File: src/rtl/div_iter_unit.sv
// Radix-2 restoring divider for DIV/DIVU with a start/ready handshake.
// One quotient bit per cycle on operand magnitudes; sign fixup on the final edge.
module div_iter_unit #(
    parameter int WIDTH = 32
) (
    input  logic                 clk,
    input  logic                 resetn,
    input  logic                 signed_div_i,
    input  logic [WIDTH-1:0]     opdata1_i,
    input  logic [WIDTH-1:0]     opdata2_i,
    input  logic                 start_i,
    input  logic                 annul_i,
    output logic [2*WIDTH-1:0]   result_o,
    output logic                 ready_o
);

    localparam int CW = $clog2(WIDTH + 1);

    typedef enum logic [1:0] {FREE, BY_ZERO, ON, END} state_t;

    state_t             state_q;
    logic [CW-1:0]      cnt_q;
    logic               signed_q;
    logic               dvd_neg_q;
    logic               dvs_neg_q;
    logic [WIDTH-1:0]   dvd_q;
    logic [WIDTH-1:0]   dvs_q;
    logic [WIDTH-1:0]   rem_q;
    logic [2*WIDTH-1:0] result_q;
    logic               ready_q;

    logic               dvd_neg;
    logic               dvs_neg;
    logic [WIDTH-1:0]   dvd_mag;
    logic [WIDTH-1:0]   dvs_mag;
    logic [WIDTH:0]     rem_sh;
    logic [WIDTH:0]     diff;
    logic [WIDTH-1:0]   rem_d;
    logic [WIDTH-1:0]   dvd_d;
    logic [WIDTH-1:0]   quo_fix;
    logic [WIDTH-1:0]   rem_fix;

    assign dvd_neg = signed_div_i & opdata1_i[WIDTH-1];
    assign dvs_neg = signed_div_i & opdata2_i[WIDTH-1];
    assign dvd_mag = dvd_neg ? -opdata1_i : opdata1_i;
    assign dvs_mag = dvs_neg ? -opdata2_i : opdata2_i;

    // dvd_q doubles as the quotient shift register: dividend bits leave at
    // the top while quotient bits enter at the bottom.
    assign rem_sh = {rem_q, dvd_q[WIDTH-1]};
    assign diff   = rem_sh - {1'b0, dvs_q};
    assign rem_d  = diff[WIDTH] ? rem_sh[WIDTH-1:0] : diff[WIDTH-1:0];
    assign dvd_d  = {dvd_q[WIDTH-2:0], ~diff[WIDTH]};

    assign quo_fix = (signed_q & (dvd_neg_q ^ dvs_neg_q)) ? -dvd_q : dvd_q;
    assign rem_fix = (signed_q & dvd_neg_q) ? -rem_q : rem_q;

    always_ff @(posedge clk) begin
        if (!resetn) begin
            state_q   <= FREE;
            cnt_q     <= '0;
            signed_q  <= 1'b0;
            dvd_neg_q <= 1'b0;
            dvs_neg_q <= 1'b0;
            dvd_q     <= '0;
            dvs_q     <= '0;
            rem_q     <= '0;
            result_q  <= '0;
            ready_q   <= 1'b0;
        end else begin
            case (state_q)
                FREE: begin
                    if (!annul_i && start_i) begin
                        signed_q  <= signed_div_i;
                        dvd_neg_q <= dvd_neg;
                        dvs_neg_q <= dvs_neg;
                        dvd_q     <= dvd_mag;
                        dvs_q     <= dvs_mag;
                        rem_q     <= '0;
                        cnt_q     <= '0;
                        state_q   <= (dvs_mag == '0) ? BY_ZERO : ON;
                    end
                end
                BY_ZERO: begin
                    result_q <= '0;
                    ready_q  <= 1'b1;
                    state_q  <= END;
                end
                ON: begin
                    if (annul_i) begin
                        result_q <= '0;
                        ready_q  <= 1'b0;
                        state_q  <= FREE;
                    end else if (cnt_q == CW'(WIDTH)) begin
                        result_q <= {rem_fix, quo_fix};
                        ready_q  <= 1'b1;
                        state_q  <= END;
                    end else begin
                        rem_q <= rem_d;
                        dvd_q <= dvd_d;
                        cnt_q <= cnt_q + CW'(1);
                    end
                end
                END: begin
                    if (!start_i) begin
                        result_q <= '0;
                        ready_q  <= 1'b0;
                        state_q  <= FREE;
                    end
                end
                default: state_q <= FREE;
            endcase
        end
    end

    assign result_o = result_q;
    assign ready_o  = ready_q;

endmodule
File: config.mk
export PLATFORM = sky130hd
export DESIGN_NAME = div_iter_unit
export DESIGN_NICKNAME = d
export VERILOG_FILES = /design/src/rtl/div_iter_unit.sv
export SDC_FILE = /design/constraint.sdc
export NUM_CORES = 1
export LEC_CHECK = 0
export CAP_MARGIN = 30
export CORE_ASPECT_RATIO = 0.9
export CORE_MARGIN = 2
export CORE_UTILIZATION = 45
export DETAILED_ROUTE_END_ITERATION = 10
export PLACE_DENSITY = 0.69
export RECOVER_POWER = 100
export SETUP_SLACK_MARGIN = 0.02
export SYNTH_ARGS = -nofsm -noshare
export SYNTH_HDL_FRONTEND = slang
export SYNTH_SLANG_ARGS = --single-unit
File: constraint.sdc
create_clock -name clk -period 12.5 [get_ports clk]
set_clock_uncertainty 0.2 [all_clocks]
set_input_delay 2.5 -clock clk [delete_from_list [all_inputs] [get_ports clk]]
set_output_delay 2.5 -clock clk [all_outputs]
set_load 0.01 [all_outputs]
==> results summary <==
The clock share of power came out at 39.5%. The number of setup buffers added after CTS came out at 0. In this run the power density over the cells is 107 nW/um2.

The number of vias in the routed layout came out at 10400. The total global routing overflow is 0. The chip height came out at 154 um. The setup TNS came out at 0 ps. The number of fill cells in the layout is 2344. The run finished, with violations left.

During I/O placement, the number of pins put on the boundary was 134. The standard cell core area came out at 24400 um2. The number of core rows came out at 54.

The die covers 26200 um2. Clock latency on the worst-skew pair, taken at its later pin, is 430 ps. The maximum number of buffers from clock root to sink came out at 2. After clock tree synthesis, the flow added hold-fix buffers numbering 0. The worst slew margin relative to its limit came out at -75.9%. TritonCTS built the clock tree. The mean area per synthesized cell came out at 7.76 um2. The first-pass detailed-route iteration total is 5. The net total in the final layout came out at 1627.

The tree is rooted in a sky130_fd_sc_hd__clkbuf_16. 0 antenna diodes ended up in the layout. The fraction of final layout cells with drive strength greater than 1 is 3.33%. The fraction of registers with async set or reset after synthesis is 0%.

The area of the multi-input gates is 7240 um2. The number of synthesized flops with an enable pin is 0. The count of pins over their slew limit is 163. At the end of routability-driven placement, the weighted congestion stood at 0.915.

For this configuration, the core starts out at a cell density of 46.0%. The kind of launch point of the worst setup path is an input port. The register area share after synthesis came out at 30.7%. The highest clock rate came out at 127 MHz. The net load switching power is 0.437 mW. The final period utilization is 63.0%. The number of remaining DRC errors came out at 0. The clock-pin slew on the worst setup and hold paths came out at 70 ps. The number of distinct library cells after synthesis came out at 61. The leakage component of the power came out at 5.36 nW.

The kind of capture point of the worst setup path is a register. The number of gates given a new drive strength after cts came out at 0. The switching power share of the total came out at 30.7%. The flip-flop and latch area is 3440 um2. Dividing the detail-routed wire length by the instance count gives 16.3 um. The cell-internal power is 0.987 mW. Of the total power, registers draw 41.7%.

The hold violation total from the final report was 0. For this run, the number of Yosys warnings is 0. The number of nets in the synthesized netlist is 1554. The setup path with the least slack is of type input port to register.

Counting I/O delays and the setup requirement, the final critical path takes 7880 ps. The most frequently used flop master after synthesis is sky130_fd_sc_hd__dfxtp_1. The relative area change from synthesis to final layout came out at 18.6%. The count of buffers from port buffering is 133.

The slew at the pin with the worst max-slew slack is 2640 ps. The class of the tightest hold or removal check is register to register. The number of antenna violations at the first check in global routing is 0. The worst path required time came out at 12650 ps. The number of standard cells after synthesis came out at 1446.

The number of maximum-capacitance constraint violations came out at 3. The horizontal extent of the die is 170 um. The number of global-route vias before repair is 9340.

The number of flip-flops and latches in the synthesized netlist is 172. The per-cell via count in the routed design is 5.59. For this run, the number of standard cells in the final layout without fillers is 1868. The netlist area before placement is 11200 um2.

The final setup violation count is 0. The worst-path maximum fanout came out at 63. The maximum number of pins on one net before global-route repair is 86. The detailed placement HPWL came out at 23000 um.

The H-tree was split into 4 levels. The wire length of the first global-routing pass came out at 49400 um. Once placement completed, the tool counted placed cells totaling 1836. Across the VDD grid, the largest voltage drop is 0.0000808 V. The number of design-rule violations left by the first detailed-router iteration is 862. Buffers inserted during clock tree synthesis total 17.

Of the total power, combinational logic draws 18.8%. The arrival time of the worst setup path is 8020 ps. Global routing consumed, over all layers together, 23.3% of the routing resources. The checks that failed: max-capacitance violations, max-slew violations. The total length of routed wires came out at 30500 um. Setup repair after global routing left no endpoint under its margin. In this run the remaining antenna-violating nets after routing total 0. The clock net sink count is 172.
area by class of cell:
class / instances / area share (%)
inverters: 52 / 1.47
repair buffers: 144 / 10.4
multi-input cells: 1132 / 54.4
clock inverters: 15 / 1.49
well taps: 336 / 3.16
flip-flops and latches: 172 / 25.9
clock buffers: 17 / 3.20
Yosys cell counts (26+ instances only):
cell type	instances	share of area, %
sky130_fd_sc_hd__dfxtp_1	172	31
sky130_fd_sc_hd__clkbuf_1	87	2.9
sky130_fd_sc_hd__o211a_1	29	2.6
sky130_fd_sc_hd__nor2_1	104	3.5
sky130_fd_sc_hd__ha_1	38	4.2
sky130_fd_sc_hd__o31ai_1	26	1.7
sky130_fd_sc_hd__inv_1	52	1.7
sky130_fd_sc_hd__a21oi_1	90	4.0
sky130_fd_sc_hd__a21boi_0	30	2.0
sky130_fd_sc_hd__nor2b_1	53	3.0
sky130_fd_sc_hd__o21ai_0	102	4.5
sky130_fd_sc_hd__nand3_1	44	2.0
sky130_fd_sc_hd__xnor2_1	68	5.3
sky130_fd_sc_hd__xor2_1	81	6.3
sky130_fd_sc_hd__nand2_1	177	5.9
power by group through the flow:
stage               logic, mW  clock network (mW)  registers (mW)
detailed placement      0.267                   0           0.604
floorplan               0.193                   0           0.592
finish                  0.268               0.562           0.593
global placement        0.263                   0           0.603
CTS                     0.268               0.573           0.592
global route            0.297               0.594           0.595
metal layers:
metal / up-vias / wire length, um / track usage, %
met5: - / 0 / 0
met4: 0 / 288 / 4.92
met3: 23 / 1890 / 3.50
met2: 267 / 12100 / 32.1
met1: 4883 / 16200 / 37.4
li1: 5276 / - / -
through the flow:
step / utilization [%] / worst slack [ps] / hold slack, ps / power, mW / instance area [um2]
6_report: 54.5 / 4620 / 249 / 1.42 / 13300
5_1_grt: 54.5 / 4170 / 285 / 1.49 / 13300
4_1_cts: 54.8 / 6480 / 261 / 1.43 / 13400
3_5_place_dp: 52.2 / 6010 / 243 / 0.871 / 12700
3_3_place_gp: 52.2 / 6060 / 238 / 0.866 / 12700
2_1_floorplan: - / 6700 / 247 / 0.786 / 11200
worst paths after layout:
path / startpoint / endpoint / slack [ps] / cells past startpoint
setup reg to reg: state_q[1]$_SDFFE_PN0P_ / rem_q[31]$_SDFFE_PN0P_ / 6800 / 9
setup / recovery: start_i / rem_q[31]$_SDFFE_PN0P_ / 4620 / 11
hold / removal: result_o[57]$_SDFFE_PN0P_ / result_o[57]$_SDFFE_PN0P_ / 250 / 2
hold reg to reg: result_o[57]$_SDFFE_PN0P_ / result_o[57]$_SDFFE_PN0P_ / 250 / 2
critical path: stages:
cell and delay, ps:
sky130_fd_sc_hd__dlygate4sd3_1 600, sky130_fd_sc_hd__inv_1 110, sky130_fd_sc_hd__nor4_1 50, sky130_fd_sc_hd__clkbuf_1 990, sky130_fd_sc_hd__a21oi_4 410, sky130_fd_sc_hd__clkbuf_1 1630, sky130_fd_sc_hd__and2_0 260, sky130_fd_sc_hd__clkbuf_1 1090
sky130_fd_sc_hd__nand2_1 120, sky130_fd_sc_hd__o31a_1 150, sky130_fd_sc_hd__o21ai_0 70
cells by family (layout without fill, tap and decap cells):
| kind of cell | count (synthesis) | in the layout | share of synthesized area [%] |
|---|---|---|---|
| AOI/OAI and AO/OA | 411 | 411 | 24.3 |
| xor gates and xnor gates | 149 | 149 | 11.6 |
| adders and majority gates | 39 | 39 | 4.42 |
| buffers and inverters | 142 | 228 | 4.82 |
| DFF | 172 | 172 | 30.7 |
| muxes | 26 | 26 | 2.36 |
| and+or+nand+nor | 507 | 507 | 21.8 |
sequential cells by signal, indices dropped and copies added, names as in the netlist:
register,flops
result_o,64
dvd_q,32
dvs_q,32
rem_q,32
cnt_q,6
state_q,2
dvd_neg_q,1
dvs_neg_q,1
ready_o,1
signed_q,1
cell usage in the layout, fill, tap and decap left out, types with 24 or more instances in the layout:
| cell | n |
|---|---|
| sky130_fd_sc_hd__nand3_1 | 44 |
| sky130_fd_sc_hd__ha_1 | 38 |
| sky130_fd_sc_hd__xnor2_1 | 67 |
| sky130_fd_sc_hd__o211a_1 | 29 |
| sky130_fd_sc_hd__nand2_1 | 177 |
| sky130_fd_sc_hd__a21oi_1 | 89 |
| sky130_fd_sc_hd__a21boi_0 | 30 |
| sky130_fd_sc_hd__o21ai_0 | 102 |
| sky130_fd_sc_hd__nor3_1 | 24 |
| sky130_fd_sc_hd__dfxtp_1 | 172 |
| sky130_fd_sc_hd__inv_1 | 52 |
| sky130_fd_sc_hd__nor2b_1 | 53 |
| sky130_fd_sc_hd__clkdlybuf4s50_1 | 63 |
| sky130_fd_sc_hd__xor2_1 | 81 |
| sky130_fd_sc_hd__o31ai_1 | 26 |
| sky130_fd_sc_hd__dlygate4sd3_1 | 69 |
| sky130_fd_sc_hd__nor2_1 | 104 |
Power figures use the tool's default switching activity.
